### src/rtl/response_framer.sv
// rtl/response_framer.sv - response queue and two-byte UART reply framer
//
// response_queue: DEPTH-entry FIFO of {code, data} pairs.
//   clock, reset       : system clock, synchronous active-high reset
//   push, push_data    : offer an entry; accepted when not full or when popping
//   pop                : remove head entry (caller only pops when count != 0)
//   head_data          : entry at the read pointer
//   count              : number of stored entries
//   dropped            : a push was refused this cycle
//
// response_framer: buffers responses and sends each as code byte then data byte.
//   clock, reset                          : system clock, synchronous active-high reset
//   response_valid/code/data              : one-cycle response strobe and payload
//   queue_full, busy                      : queue status and activity indication
//   tx_has_data, tx_data, tx_done         : UART transmitter handshake
//   frame_sent, tx_timeout                : one-cycle frame completion / abort pulses
//   overflow                              : sticky, a response was dropped

module response_queue #(
  parameter int DEPTH = 2,
  parameter int WIDTH = 16
) (
  input  logic                     clock,
  input  logic                     reset,
  input  logic                     push,
  input  logic [WIDTH-1:0]         push_data,
  input  logic                     pop,
  output logic [WIDTH-1:0]         head_data,
  output logic [$clog2(DEPTH):0]   count,
  output logic                     dropped
);

  localparam int PW = $clog2(DEPTH);

  logic [WIDTH-1:0] mem [DEPTH];
  logic [PW-1:0]    rd_ptr;
  logic [PW-1:0]    wr_ptr;
  logic             accept;

  // A pop in the same cycle frees a slot, so a full queue still accepts.
  assign accept    = push && ((count < (PW+1)'(DEPTH)) || pop);
  assign dropped   = push && !accept;
  assign head_data = mem[rd_ptr];

  always_ff @(posedge clock) begin
    if (reset) begin
      rd_ptr <= '0;
      wr_ptr <= '0;
      count  <= '0;
    end else begin
      // Pointers wrap naturally because DEPTH is a power of two.
      if (accept) wr_ptr <= wr_ptr + 1'b1;
      if (pop)    rd_ptr <= rd_ptr + 1'b1;
      case ({accept, pop})
        2'b10:   count <= count + 1'b1;
        2'b01:   count <= count - 1'b1;
        default: count <= count;
      endcase
    end
  end

  always_ff @(posedge clock) begin
    if (accept) mem[wr_ptr] <= push_data;
  end

endmodule

module response_framer #(
  parameter int DEPTH          = 2,
  parameter int TIMEOUT_CYCLES = 1000000
) (
  input  logic       clock,
  input  logic       reset,
  input  logic       response_valid,
  input  logic [7:0] response_code,
  input  logic [7:0] response_data,
  output logic       queue_full,
  output logic       busy,
  output logic       tx_has_data,
  output logic [7:0] tx_data,
  input  logic       tx_done,
  output logic       frame_sent,
  output logic       tx_timeout,
  output logic       overflow
);

  localparam int CW = $clog2(DEPTH) + 1;
  localparam int TW = (TIMEOUT_CYCLES > 1) ? $clog2(TIMEOUT_CYCLES) : 1;
  localparam logic [TW-1:0] TIMER_LAST = TW'(TIMEOUT_CYCLES - 1);

  typedef enum logic [2:0] {
    IDLE,
    SEND_CODE,
    WAIT_CODE,
    SEND_DATA,
    WAIT_DATA
  } state_t;

  state_t          state;
  state_t          next_state;
  logic [CW-1:0]   count;
  logic [15:0]     head_data;
  logic            pop;
  logic            dropped;
  logic [7:0]      hold_data;
  logic [TW-1:0]   timer;
  logic            timer_hit;
  logic            waiting;

  response_queue #(
    .DEPTH (DEPTH),
    .WIDTH (16)
  ) u_queue (
    .clock     (clock),
    .reset     (reset),
    .push      (response_valid),
    .push_data ({response_code, response_data}),
    .pop       (pop),
    .head_data (head_data),
    .count     (count),
    .dropped   (dropped)
  );

  assign waiting     = (state == WAIT_CODE) || (state == WAIT_DATA);
  assign timer_hit   = (timer == TIMER_LAST);
  assign tx_has_data = (state == SEND_CODE) || (state == SEND_DATA);
  assign queue_full  = (count == CW'(DEPTH));
  assign busy        = (state != IDLE) || (count != '0);

  always_comb begin
    next_state = state;
    pop        = 1'b0;
    case (state)
      IDLE: begin
        if (count != '0) begin
          pop        = 1'b1;
          next_state = SEND_CODE;
        end
      end
      SEND_CODE: next_state = WAIT_CODE;
      // tx_done takes priority over an expiring timer in the same cycle.
      WAIT_CODE: begin
        if (tx_done)        next_state = SEND_DATA;
        else if (timer_hit) next_state = IDLE;
      end
      SEND_DATA: next_state = WAIT_DATA;
      WAIT_DATA: begin
        if (tx_done || timer_hit) next_state = IDLE;
      end
      default: next_state = IDLE;
    endcase
  end

  always_ff @(posedge clock) begin
    if (reset) begin
      state      <= IDLE;
      tx_data    <= '0;
      hold_data  <= '0;
      timer      <= '0;
      frame_sent <= 1'b0;
      tx_timeout <= 1'b0;
      overflow   <= 1'b0;
    end else begin
      state      <= next_state;
      frame_sent <= (state == WAIT_DATA) && tx_done;
      tx_timeout <= waiting && !tx_done && timer_hit;
      overflow   <= overflow | dropped;

      // tx_data is loaded on the edge into a SEND state, so it is valid for
      // the whole strobe cycle and holds until the next byte.
      if (pop) begin
        tx_data   <= head_data[15:8];
        hold_data <= head_data[7:0];
      end else if ((state == WAIT_CODE) && tx_done) begin
        tx_data <= hold_data;
      end

      if (tx_has_data) begin
        timer <= '0;
      end else if (waiting && !tx_done && !timer_hit) begin
        timer <= timer + 1'b1;
      end
    end
  end

endmodule

### config.mk
export PLATFORM = sky130hd
export DESIGN_NAME = response_framer
export DESIGN_NICKNAME = d
export VERILOG_FILES = /design/src/rtl/response_framer.sv
export SDC_FILE = /design/constraint.sdc
export NUM_CORES = 1
export LEC_CHECK = 0
export ABC_CLOCK_PERIOD_IN_PS = 4650
export CAP_MARGIN = 20
export CORE_MARGIN = 2
export CORE_UTILIZATION = 57
export CTS_CLUSTER_SIZE = 16
export DETAILED_ROUTE_END_ITERATION = 7
export PLACE_DENSITY = 0.87
export SLEW_MARGIN = 5
export SYNTH_ARGS = -nofsm -noshare
export SYNTH_HDL_FRONTEND = slang
export SYNTH_SLANG_ARGS = --single-unit
### constraint.sdc
create_clock -name clock -period 4.65 [get_ports clock]
set_clock_uncertainty 0.15 [all_clocks]
set_input_delay 0.465 -clock clock [delete_from_list [all_inputs] [get_ports clock]]
set_output_delay 0.465 -clock clock [all_outputs]
set_load 0.01 [all_outputs]
==> results.yml <==
synthesis:
  netlist.area_leader.share: 0.306
  seq_area_frac_synth: 0.606
  synth_seq_cells: 79
  netlist_area_um2: 3140
  ys_warn_count: 0
  avgSynthCellArea_um2: 11.0
  syn_nets: 307
  syn_inst: 285
  synth_top_area_cell: "edfxtp_1"
  synthFlopType: "dfxtp_1"
  ys_types: 40
  synth_edf_count: 32
  synthArstFlopShare: 0
  synth.area.top_cells: "edfxtp_1, dfxtp_1, mux2i_1"
clocking:
  cts-buffers-inserted: 9
  post-cts-setup-buffer-count: 0
  htree_levels: 3
  cts_hold_buf: 0
  ctsResizeCount: 0
  clk_path_buf_depth: 2
  path_clk_slew_ns: 0.08
  clock-root-buffer: "clkbuf_8"
  clk_latency_ns: 0.35
  clock_sinks: 79
  cts_tree: "built"
placement:
  portBuffers: 33
  place.gp.congestion: 0.876
  dp_hpwl_mm: 3.92
power:
  p_per_area_nw_per_um2: 518
  p_leak_nw: 1.25
  peakVddDrop_mv: 0.341
floorplanning:
  die_w_um: 78.2
  num_rows: 27
  dieArea_um2: 6120
  ios: 34
  start_util: 0.581
  core_um2: 5410
  die_height_um: 78.2
worst_setup_path:
  worst_setup_path_end_kind: "output port"
  cp_slowest_cell: "clkdlybuf4s50_1"
  critPathKind: "reg2out"
  worstPathRequired_ns: 4.03
  critPathArrivalTime_ns: 1.81
  critical_path.n_buffers_inverters: 1
  critPathMaxFanout: 6
  path_cells: "or3_1 > nand2b_1 > clkdlybuf4s50_1"
  max_stage_delay_ns: 0.47
  cp-start-kind: "register"
  cp_top_family: "simple AND/OR/NAND/NOR gates"
sta:
  tns_ns: 0
  period_minus_slack_ns: 2.42
  finalSetupViolCount: 0
  worst_slew_pin_slew_ns: 0.962
  hold_violations: 0
  timing.final.crit_share: 0.521
  max_freq_mhz: 412
  max_slew_margin: 0.358
  rsz0062_at_grt: "false"
  slew_viol_final: 0
global_routing:
  antenna_found_initial: 0
  grt_overflow: 0
  grt_pass1_vias: 2184
  grt_pass1_wl_mm: 9.71
  grt_use_total: 0.206
  grt_max_degree: 30
detailed_routing:
  drc: 0
  viasPerCell: 5.57
  first_pass_iters: 4
  wl_per_cell_um: 14.5
  ant_nets: 0
  drt_iter0_markers: 59
  routed_wl_mm: 5.75
  vias: 2216
layout:
  drive_above_1_share: 0.0798
  final_common_cell: "dfxtp_1"
  final_cell_mix: "dfxtp_1, nor2_1, clkdlybuf4s50_1, edfxtp_1, nand2_1"
  areaGrowthSynthToFinish_pct: 19.8
  final_nets: 343
  antenna_cells: 0
  fill_cells: 420
  final_util: 0.696
run:
  maxCapViolations: 0
hold_path:
  hold_path.class: "reg2reg"
status:
  outcome: "completed"
-- power breakdown --
group          internal (mW)  leakage, nW  total, mW  switching [mW]
logic                  0.242        0.472      0.529           0.287
clock network          0.254       0.0982      0.510           0.256
registers              0.832        0.682      0.911          0.0785
total                   1.33         1.25       1.95           0.622
-- flip-flops by register name (all words and copies together) (netlist names), named ones only --
signal,flops
u_queue.rd_ptr,1
timer,20
state,3
frame_sent,1
u_queue.count,2
u_queue.mem,32
u_queue.wr_ptr,1
hold_data,8
tx_timeout,1
overflow,1
tx_data,8
-- final cells by class --
cell class	count	area (µm²)	area share
Clock inverter	7	78.8	0.0210
Multi-Input combinational cell	190	1170	0.312
Timing Repair Buffer	37	380	0.101
Inverter	4	15.0	0.00399
Sequential cell	79	1900	0.505
Clock buffer	9	124	0.0329
Tap cell	72	90.1	0.0239
-- kinds of logic (layout without fill, tap and decap cells) --
group / after synthesis / in the layout / share of synthesized area
xor gates and xnor gates: 16 / 16 / 0.0446
buffers and inverters: 16 / 57 / 0.0207
adders and majority gates: 2 / 2 / 0.00797
AOI/OAI and AO/OA: 49 / 49 / 0.101
DFF: 79 / 79 / 0.606
muxes: 16 / 16 / 0.0510
and+or+nand+nor: 107 / 107 / 0.169
-- routing by layer --
layer / part of all wire / GRT usage / routed length [µm]
met5: 0 / 0 / 0
met4: 0.017 / 0.0737 / 96
met3: 0.044 / 0.0724 / 253
met2: 0.52 / 0.359 / 2960
met1: 0.42 / 0.234 / 2440
-- final timing paths --
path | startpoint | endpoint | slack (ns) | cells past startpoint
min reg2reg | tx_data[6] | tx_data[6] | 0.31 | 2
max | state[2] | busy | 2.23 | 3
min | tx_data[6] | tx_data[6] | 0.31 | 2
max reg2reg | state[2] | u_queue.count[1] | 2.40 | 6
-- synth_stat cells, types with 2 or more instances --
master	n
nand2_1	25
or4_1	2
a21oi_1	16
a211o_1	8
nor2_1	34
xnor2_1	10
and2_1	3
nand4_1	6
mux2i_1	16
o21ai_0	8
a211oi_1	9
xor2_1	6
inv_1	4
nand3_1	5
or3_1	8
nor3_1	6
nor4_1	3
and4_1	2
edfxtp_1	32
o211ai_1	2
dfxtp_1	47
nand2b_1	3
ha_1	2
clkbuf_1	7
nor2b_1	3
buf_2	4
-- metrics by stage --
stage	instance area (µm²)	worst slack, ns	hold WS (ns)	power [mW]	std cells
6_report	3760	2.23	0.314	1.95	398
5_1_grt	3760	2.15	0.345	2.06	398
4_1_cts	3730	2.06	0.314	1.96	397
3_5_place_dp	3530	1.68	0.303	1.45	381
3_3_place_gp	3530	1.69	0.303	1.43	381
2_1_floorplan	3140	2.27	0.311	1.25	285
-- worst min-delay path: cells and delay by family (launching register included) --
kind,cells,cell delay (ns)
AND/OR/NAND/NOR,1,0.05
flip-flops,1,0.32
AO/OA/AOI/OAI,1,0.05
Note: power is estimated with default switching activity, not from simulation.
